## src/rtl/fetch_stage.sv

```systemverilog
// -----------------------------------------------------------------------------
// fetch_stage
// IF stage of the pipelined ARM core. Owns the PC register, drives PCF to the
// instruction memory, and registers the returned word into the IF/ID pipeline
// register. Handles hazard-unit stall/flush and the execute-stage branch
// redirect.
//
// Parameters
//   RESET_PC   : PCF value on reset
//   NOP_INSTR  : word (MOV R0,R0) loaded into InstrD on flush/reset
//
// Ports
//   clk           in   1   rising-edge clock
//   reset         in   1   asynchronous, active-high reset
//   StallF        in   1   hold PCF
//   StallD        in   1   hold IF/ID register
//   FlushD        in   1   squash IF/ID register (insert bubble)
//   BranchTakenE  in   1   redirect fetch to BranchTargetE
//   BranchTargetE in   32  branch target byte address
//   InstrF        in   32  instruction word for the current PCF (combinational)
//   PCF           out  32  fetch address
//   InstrD        out  32  instruction to decode
//   PCD           out  32  address of InstrD
//   PCPlus8D      out  32  PCD+8 (architectural R15 read value)
//   ValidD        out  1   InstrD is a real, non-squashed instruction
//   FetchCount    out  32  (FETCH_PERF_EN only) valid IF/ID loads, saturating
//   BubbleCount   out  32  (FETCH_PERF_EN only) flush edges, saturating
//
// Configuration
//   FETCH_PERF_EN : when defined, adds the FetchCount/BubbleCount counters.
// -----------------------------------------------------------------------------
module fetch_stage #(
    parameter logic [31:0] RESET_PC  = 32'h0000_0000,
    parameter logic [31:0] NOP_INSTR = 32'hE1A0_0000
) (
    input  logic        clk,
    input  logic        reset,
    input  logic        StallF,
    input  logic        StallD,
    input  logic        FlushD,
    input  logic        BranchTakenE,
    input  logic [31:0] BranchTargetE,
    input  logic [31:0] InstrF,
    output logic [31:0] PCF,
`ifdef FETCH_PERF_EN
    output logic [31:0] FetchCount,
    output logic [31:0] BubbleCount,
`endif
    output logic [31:0] InstrD,
    output logic [31:0] PCD,
    output logic [31:0] PCPlus8D,
    output logic        ValidD
);

    logic [31:0] pc_reg, pc_next;
    logic [31:0] instr_reg, instr_next;
    logic [31:0] pcd_reg, pcd_next;
    logic [31:0] pc_plus8_reg, pc_plus8_next;
    logic        valid_reg, valid_next;
    logic        load_valid;

    // Branch targets are word aligned; the low two bits are deliberately dropped.
    logic [1:0]  unused_target_lsbs;
    assign unused_target_lsbs = BranchTargetE[1:0];

    // Next-PC selection: a taken branch overrides StallF. Arithmetic wraps mod 2^32.
    always_comb begin
        pc_next = pc_reg + 32'd4;
        if (BranchTakenE) begin
            pc_next = {BranchTargetE[31:2], 2'b00};
        end else if (StallF) begin
            pc_next = pc_reg;
        end
    end

    // IF/ID update: flush beats stall; a flush keeps the PC fields so the
    // bubble still carries a sensible address.
    always_comb begin
        instr_next    = instr_reg;
        pcd_next      = pcd_reg;
        pc_plus8_next = pc_plus8_reg;
        valid_next    = valid_reg;
        load_valid    = 1'b0;
        if (FlushD) begin
            instr_next = NOP_INSTR;
            valid_next = 1'b0;
        end else if (!StallD) begin
            instr_next    = InstrF;
            pcd_next      = pc_reg;
            pc_plus8_next = pc_reg + 32'd8;
            valid_next    = 1'b1;
            load_valid    = 1'b1;
        end
    end

    always_ff @(posedge clk or posedge reset) begin
        if (reset) begin
            pc_reg       <= RESET_PC;
            instr_reg    <= NOP_INSTR;
            pcd_reg      <= 32'd0;
            pc_plus8_reg <= 32'd8;
            valid_reg    <= 1'b0;
        end else begin
            pc_reg       <= pc_next;
            instr_reg    <= instr_next;
            pcd_reg      <= pcd_next;
            pc_plus8_reg <= pc_plus8_next;
            valid_reg    <= valid_next;
        end
    end

    assign PCF      = pc_reg;
    assign InstrD   = instr_reg;
    assign PCD      = pcd_reg;
    assign PCPlus8D = pc_plus8_reg;
    assign ValidD   = valid_reg;

`ifdef FETCH_PERF_EN
    logic [31:0] fetch_count_reg, fetch_count_next;
    logic [31:0] bubble_count_reg, bubble_count_next;

    // Both counters saturate at all-ones rather than wrapping.
    always_comb begin
        fetch_count_next  = fetch_count_reg;
        bubble_count_next = bubble_count_reg;
        if (load_valid && (fetch_count_reg != 32'hFFFF_FFFF)) begin
            fetch_count_next = fetch_count_reg + 32'd1;
        end
        if (FlushD && (bubble_count_reg != 32'hFFFF_FFFF)) begin
            bubble_count_next = bubble_count_reg + 32'd1;
        end
    end

    always_ff @(posedge clk or posedge reset) begin
        if (reset) begin
            fetch_count_reg  <= 32'd0;
            bubble_count_reg <= 32'd0;
        end else begin
            fetch_count_reg  <= fetch_count_next;
            bubble_count_reg <= bubble_count_next;
        end
    end

    assign FetchCount  = fetch_count_reg;
    assign BubbleCount = bubble_count_reg;
`else
    logic unused_load_valid;
    assign unused_load_valid = load_valid;
`endif

endmodule
```

## config.mk

```make
export PLATFORM = sky130hd
export DESIGN_NAME = fetch_stage
export DESIGN_NICKNAME = d
export VERILOG_FILES = /design/src/rtl/fetch_stage.sv
export SDC_FILE = /design/constraint.sdc
export NUM_CORES = 1
export LEC_CHECK = 0
export ABC_AREA = 1
export CAP_MARGIN = 30
export CORE_MARGIN = 8
export CORE_UTILIZATION = 43
export CTS_CLUSTER_DIAMETER = 30
export CTS_CLUSTER_SIZE = 16
export DETAILED_ROUTE_END_ITERATION = 7
export GPL_TIMING_DRIVEN = 0
export PLACE_DENSITY_LB_ADDON = 0.05
export SLEW_MARGIN = 15
export SYNTH_ARGS = -nofsm -noshare
export SYNTH_HDL_FRONTEND = slang
export SYNTH_SLANG_ARGS = --single-unit
export TNS_END_PERCENT = 1
```

## constraint.sdc

```tcl
create_clock -name clk -period 6.23 [get_ports clk]
set_input_delay 0.623 -clock clk [delete_from_list [all_inputs] [get_ports clk]]
set_output_delay 0.623 -clock clk [all_outputs]
set_load 0.02 [all_outputs]
```

==> Yosys cells after proc, flatten, opt, wreduce, memory -nomap -nowiden <==
Cells that the tools add are included.
W data, S select, Z words.
{ "totals": {"output_inout_bits": 129, "reg_bits": 129, "wordCells": 18} }
{ "op_classes": {"add_sub_neg": 2, "eq_ne": 2, "n_mux": 6, "n_bitwise": 2, "reduce_logical": 1} }
{ "ops": {"columns": ["operator", "count"], "rows": [
  ["$mux W32", 4],
  ["$add A32 B3 Y32 const B", 1],
  ["$add A32 B4 Y32 const B", 1],
  ["$ne A2 B1 Y1 const B", 2],
  ["$mux W1", 2],
  ["$not A1 Y1", 2],
  ["$reduce_and A2 Y1", 1]
]} }

==> Longest topological paths before layout <==
{ "depth": {"depth_word": 3, "ltp_mapped": 9, "ltp_nobuf": 9} }

==> Least setup slack after synthesis <==
OpenSTA, ideal clock, no wires.
{ "synth_timing": {"kind": "register to register", "start": "register pc_reg[4] (netlist: PCF[4])", "end": "register pc_reg[31] (netlist: PCF[31])", "stages_incl_launch_ff": 9, "synth_period_minus_slack_ns": 1.635, "path_slack_ns": 4.595, "setup_time_ns": 0.117, "arrival_time_ns": 1.518, "path_cell_list": "dfrtp_1 ha_1 nand2_2 nor2_4 nand2_2 nor2_4 nand3_1 nand3_1 nand2_1"} }
{ "synth_between": {"elab_chain_cells": 3} }
{ "synth_rtl": {"columns": ["item", "line_no", "rtl"], "rows": [
  ["from (decl)", "55", "logic [31:0] pc_reg, pc_next;"],
  ["from (signal assigned)", "104", "pc_reg <= pc_next;"],
  ["$add A32 B3 Y32", "68", "pc_next = pc_reg + 32'd4;"],
  ["$mux W32", "71", "end else if (StallF) begin"],
  ["$mux W32", "69", "if (BranchTakenE) begin"]
]} }
Every way passes these cells. The select of a mux whose other input is x is not followed.
A chain may end at the register's enable or synchronous reset.

==> Worst setup path in the final report <==
{ "layout_timing": {"start": "register pc_reg[16] (netlist: PCF[16])", "end": "output PCF[16]"} }
{ "layout_rtl": {"columns": ["item", "line_no", "rtl"], "rows": [
  ["to (decl)", "44", "output logic [31:0] PCF,"]
]} }
No word-level cell between the ends.

==> metrics.txt <==
outcome completed; cts-stage hold buffer count 0; Levels on crit path 1; Routed WL about 21000 um; non-filler cells, final approximately 1200; Mapped Area a little under 6000 sq um; crit path DAT between 1.5 and 2 ns; worst setup path startpoint PCF[16]; die width between 100 and 150 um; Core Area 13700 sq um; critical path endpoint PCF[16]; Sink Count approximately 120; CTS max path bufs 2; slowest CP cell clkdlybuf4s50_1; max-cap violations 0; synthesized area per cell 7.98 sq um; Reg clk slew, reported paths ~0.050 ns; setup violators final 0; Static Leakage roughly 4.0 nW; Worst Reg-to-Reg Cells 8; Remaining DRCs 0; WL per Instance approximately 18 um; layout cells sized above 1 under 10%; top cell type's share of synthesized area 48.3%; RSZ-0062 raised after global routing false; Top Ports approximately 200; Crit path max-delay family buffers and inverters; Syn Inst Count between 700 and 800; RePlAce Congestion around 0.92; CTS tree yes; DR iter-0 viols about 560; GRT Resource Usage Total between 20% and 30%; largest net degree at the start of global routing 70; vias in the first global route roughly 5900; Critical Path Sink Type primary output; first-pass GRT wire length around 33000 um; register bit total from synthesis roughly 120; PwrDens roughly 300 nW/um^2; most common cell after layout, fill and taps aside nand2_1; Least-Margin Pin Slew 0.769 ns; DP HPWL 15900 um; # fillers between 1000 and 1500; Slew headroom between 40% and 50%; class of the worst hold path flop to flop; max incr delay on CP between 0.6 and 0.7 ns; Final Hold Vio Count 0; FF/Latch Area just over 3000 sq um; grt ovf 0; Via Count approximately 6000; clk_skew between 0.007 and 0.008 ns; Multi-input gate area approximately 2500 sq um; worst reg2reg setup slack between 4 and 5 ns; I/O Buffers 190; vias per inst around 5.2; Critical path buffers and inverters 1; CP Cell Sequence clkdlybuf4s50_1; H-tree lvl count 4; CP Max Fanout 8; most frequent cells in the layout nand2_1, clkdlybuf4s50_1, dfrtp_1; Total Nets Final slightly above 1000; initial core utilization a little over two fifths; Site Rows 43; first drt pass iteration count 4; Tmin final about 2.2 ns; die height 134 um; VDD IR max between 0.1 and 0.15 mV; fin crit share between 30% and 40%; area grow syn2layout 46.9%; antenna violations before repair 0; final antenna-violating net count 0; r2r endpoint PCF[23]; WP data required about 5.6 ns; post-CTS sizing 0; Post-CTS Setup Bufs 0; post-synthesis cell type count 30; r2r startpoint PCF[4]; later-pin clock latency in the skew report 0.42 ns; critical path class flop to primary output; pins over their slew limit 0; leading area contributor after synthesis dfrtp_1; Root Driver clkbuf_16; Ys Warns 0; # diodes 0; CTS Buf Count 17; DIE AREA around 18000 sq um; fmax 0.445 GHz; sequential area share after synthesis about 51%; Placed Cells 1123; synth top area cells dfrtp_1, nand2_1, nand3_1, inv_1, a22o_1; CP Launch Type flop; hold_sp PCD[28]; Setup TNS Final 0 ns
[cell type report]
| type | instances | share of cell area (%) |
|---|---|---|
| flip-flops and latches | 122 | 35.0 |
| inverters | 67 | 2.93 |
| clock inverters | 12 | 1.97 |
| repair buffers | 191 | 22.0 |
| well taps | 180 | 2.57 |
| plain buffers | 31 | 1.77 |
| clock buffers | 20 | 5.10 |
| multi-input cells | 532 | 28.7 |
[Yosys cell counts]
| cell type | n |
|---|---|
| a21oi_1 | 14 |
| a22o_1 | 27 |
| a31oi_1 | 3 |
| buf_1 | 4 |
| buf_2 | 10 |
| buf_4 | 7 |
| clkbuf_1 | 10 |
| conb_1 | 1 |
| dfrtp_1 | 115 |
| dfstp_2 | 7 |
| ha_1 | 2 |
| inv_1 | 64 |
| inv_2 | 3 |
| nand2_1 | 268 |
| nand2_2 | 7 |
| nand3_1 | 48 |
| nand4_1 | 3 |
| nor2_1 | 53 |
| nor2_2 | 15 |
| nor2_4 | 5 |
| nor3_1 | 2 |
| o211ai_1 | 6 |
| o21a_1 | 2 |
| o21ai_0 | 45 |
| o21ai_1 | 8 |
| o21bai_1 | 8 |
| o22a_1 | 6 |
| o31ai_1 | 1 |
| xnor2_1 | 1 |
| xor2_1 | 2 |
[power breakdown]
group	switching, mW	total, mW	internal (mW)
Clock	0.358	1.04	0.677
Sequential	0.0823	0.969	0.887
Combinational	0.323	0.592	0.269
Total	0.764	2.60	1.83
[through the flow]
| step | hold slack (ns) | power (mW) | utilization, % | worst slack (ns) | cell area, sq um |
|---|---|---|---|---|---|
| global route | 0.499 | 2.71 | 63.8 | 3.92 | 8760 |
| detailed placement | 0.458 | 1.58 | 59.3 | 3.72 | 8140 |
| floorplan | 0.566 | 1.26 | - | 2.38 | 5980 |
| global placement | 0.455 | 1.56 | 59.1 | 0.591 | 8110 |
| CTS | 0.472 | 2.62 | 63.8 | 3.96 | 8760 |
| finish | 0.468 | 2.60 | 63.8 | 3.98 | 8760 |
[routing by layer]
metal  routed length, um  GRT usage, %  vias to the layer above  share of wire (%)
li1                    -             -                     2838                  -
met1                8860          29.4                     2825                 42
met2                9890          38.0                      269                 47
met3                1850          7.53                       43                8.7
met4                 652          11.2                        0                3.1
met5                   0             0                        -                  0
[cells by family after synthesis]
group | share of synthesized area [%]
flip-flops | 51.4
other | 0.0629
AND/OR/NAND/NOR | 28.0
XOR/XNOR | 0.441
buffers and inverters | 6.82
AO/OA/AOI/OAI | 12.9
adder cells (fa/ha/maj) | 0.420
[sequential cells by signal, summed over array words and instances (netlist names)]
signal and count:
PCD 30, PCPlus8D 29, ValidD 1, InstrD 32, PCF 30
[how the worst min path moves through the flow]
stage	slack, ns	cells after the start	to
floorplan	0.57	1	InstrD[21]
global placement	0.45	2	PCD[5]
detailed placement	0.46	2	PCD[20]
CTS	0.47	2	PCD[28]
global route	0.50	2	PCD[30]
finish	0.47	2	PCD[28]
Note: power is estimated with default switching activity, not from simulation.
==> edit 1, RTL diff (config.mk and constraints unchanged) <==
`NOP_INSTR`: 32'hE1A0_0000 -> 32'h80000000.
--- a/src/rtl/fetch_stage.sv
+++ b/src/rtl/fetch_stage.sv
@@ -33,3 +33,3 @@
     parameter logic [31:0] RESET_PC  = 32'h0000_0000,
-    parameter logic [31:0] NOP_INSTR = 32'hE1A0_0000
+    parameter logic [31:0] NOP_INSTR = 32'h80000000
 ) (
Behaviour: not the same (a bounded check fails within 4 cycles, from zero or initial values and one cycle with reset high).
==> edit 1 against the original RTL <==
- register-to-register slack got worse by 0.03 ns
- routed wire length fell by 3.4%
- worst setup slack worse by 0.012 ns
- total power fell by 4.1%
- largest power group is now sequential cells
- sequential cell count is the same
- area after synthesis up 0.23%
- core utilization fell by 0.33 points
- design area fell by 0.51%
- highest routed layer unchanged
==> edit 1: results <==
[critical_path]
worstPathArrival_ns = 1.64
cp-endpoint = "PCF[15]"
startpoint = "PCF[15]$_DFFE_PP0N_"
crit_path_max_incr_delay_ns = 0.70
r2r-end = "PCF[11]$_DFFE_PP0N_"

[cts]
clk_pin_slew_ns = 0.06
htreeDepth = 4

[cells_and_area]
area_growth_pct = 45.8
drive_gt1_share_pct = 9.01
nNetsFinal = 1036

[power]
ir_drop_uv = 154
pg_clk_uw = 930
p_leak_nw = 4.02
p_int_mw = 1.71
clkPwrFrac_pct = 37.4
seq-power_uw = 966

[synth]
synthAdderAreaFrac_pct = 0.419
synth_area_leaders = "dfrtp_1, nand2_1, a22o_1"
ys_top_cells_by_count = "nand2_1, dfrtp_1, inv_1, nor2_1, nand3_1"
synth_compound_area_share_pct = 12.0
ys_seq_area_share_pct = 51.1
netlist_instances = 749
synth.distinct_cells = 34
synthXorXnorAreaFrac_pct = 0.440

[route]
vias = 5862
routed_wl_mm = 20.5
drt-met1-wl_mm = 8.82
met2_wirelength_mm = 9.55
vias_per_cell = 5.07

[global_route]
grt_use_met2_pct = 37.3
met3_usage_pct = 6.54
use_met1_pct = 29.0
grt_max_degree = 76
grtUsageTotal_pct = 23.2
grt_pass1_wl_mm = 32.6

[min_path]
min_to = "PCD[27]$_DFFE_PP0P_"

[placed_design]
numPlacedInstances = 1125
hpwl_mm = 15.3
pre_cts_ws_ns = 3.72
dpl-instance-area_um2 = 8150

[run_status]
outcome = "finished, final reports clean"

[sta]
fin_worst_skew_ns = 0.00822
slew_headroom_pct = 49.0
hold_ws_ns = 0.465
fin_crit_ns = 2.26
## edit 1: cell types whose count changed after synthesis, moves of 6 or more
cell | unedited run | this run
a21oi_1 | 14 | 8
buf_2 | 10 | 16
nand2_1 | 268 | 281
o21ai_0 | 45 | 37
o22a_1 | 6 | 0
## edit 1: final cells by class
| class | instances | share of cell area, % |
|---|---|---|
| Sequential cell | 122 | 35.1 |
| Inverter | 63 | 2.77 |
| Clock buffer | 18 | 5.04 |
| Buffer | 32 | 1.95 |
| Clock inverter | 14 | 1.39 |
| Multi-Input combinational cell | 537 | 29.1 |
| Timing Repair Buffer | 191 | 22.1 |
| Tap cell | 180 | 2.58 |
## edit 1: kinds of logic after synthesis
logic type      count (synthesis)
flops                         122
xor+xnor                        3
fa+ha+maj                       2
simple gates                  416
compound gates                110
buf+inv                        95
other cells                     1
## edit 1: worst min-delay path: stages, from the launching register on
cell	delay [ns]
dfrtp_1	0.34
nand2_1	0.05
nand2_1	0.04
==> edit 2, RTL diff (config.mk and constraints unchanged) <==
Without the edit above. Add an input register stage for `BranchTargetE`, without a reset; this delays it by one clock. The other inputs are not delayed to match.
--- a/src/rtl/fetch_stage.sv
+++ b/src/rtl/fetch_stage.sv
@@ -54,2 +54,8 @@
 
+    logic [31:0] BranchTargetE_q;
+
+    always_ff @(posedge clk) begin
+        BranchTargetE_q <= BranchTargetE;
+    end
+
     logic [31:0] pc_reg, pc_next;
@@ -63,3 +69,3 @@
     logic [1:0]  unused_target_lsbs;
-    assign unused_target_lsbs = BranchTargetE[1:0];
+    assign unused_target_lsbs = BranchTargetE_q[1:0];
 
@@ -69,3 +75,3 @@
         if (BranchTakenE) begin
-            pc_next = {BranchTargetE[31:2], 2'b00};
+            pc_next = {BranchTargetE_q[31:2], 2'b00};
         end else if (StallF) begin
Formal check against the unedited RTL: not equivalent (a bounded check fails within 4 cycles, from zero or initial values and one cycle with reset high).
==> edit 2 against the original RTL <==
- worst setup slack got worse by 0.0073 ns
- total power rose by 8.7%
- routed wire length rose by 2.4%
- first-iteration DRC count fell by 29%
- core utilization fell by 1.6 points
- sequential cell count rose by 30
- area after synthesis rose by 11%
- design area rose by 7.6%
- register-to-register slack improved by 0.14 ns
- largest power group is now sequential cells
==> edit 2: results <==
[cells_and_area]
clkCellAreaFrac_pct = 6.45
multi_input_area_share_pct = 27.3
seq_share_pct = 38.9
nNetsFinal = 1049
fillers = 1338
clockBufferCount = 21
buf_share_pct = 22.1
multi_input_gates = 515
drive_gt1_share_pct = 9.60

[route]
drtIter0Drc = 397
met2_wirelength_mm = 10.1
vias_per_cell = 5.14
dr.pass1.iters = 5
met3_length_mm = 1.85
vias = 6052
drt-met1-wl_mm = 9.34

[placed_design]
place_congestion = 0.874
dpl-instance-area_um2 = 8820
numPlacedInstances = 1146
pre_cts_ws_ns = 3.70
numPortBuffers = 189

[global_route]
met3_usage_pct = 7.44
grt_max_degree = 69
grt_pass1_wl_mm = 34.8
grtUsageTotal_pct = 22.8
grt_use_met2_pct = 36.7
grt_pass1_vias = 6173
use_met1_pct = 28.3

[synth]
ys_async_sr_fraction_pct = 80.3
synth_area_leaders = "dfrtp_1, nand2_1, dfxtp_1"
netlist_instances = 763
synth.distinct_cells = 31
ys_seq_area_share_pct = 55.2
synthAdderAreaFrac_pct = 0.377

[power]
p_int_mw = 2.01
p_leak_nw = 4.17
ir_drop_uv = 210
power_frac_comb_pct = 20.9
power_mw = 2.82

[run_status]
outcome = "finished, final reports clean"

[cts]
clock-sinks = 152
edit 2: cell count changes after synthesis, moves of 7 or more:
| cell | change |
|---|---|
| nand2_1 | -44 |
| nand3_1 | +35 |
| dfxtp_1 | +30 |
| a21oi_1 | -14 |
| nor2_1 | -12 |
| nor2_4 | +7 |
edit 2: worst paths after layout:
check,from,end,slack [ns],cells after the start
worst max register to register,PCF[2]$_DFFE_PP0N_,PCF[18]$_DFFE_PP0N_,4.48,8
worst max-delay path,PCF[7]$_DFFE_PP0N_,PCF[7],3.98,1
worst min register to register,BranchTargetE_q[16]$_DFF_P_,PCF[16]$_DFFE_PP0N_,0.45,2
max in group asynchronous,reset,PCPlus8D[31]$_DFFE_PP0P_,4.83,3
worst min-delay path,BranchTargetE_q[16]$_DFF_P_,PCF[16]$_DFFE_PP0N_,0.45,2
min in group asynchronous,reset,PCD[18]$_DFFE_PP0P_,0.69,2
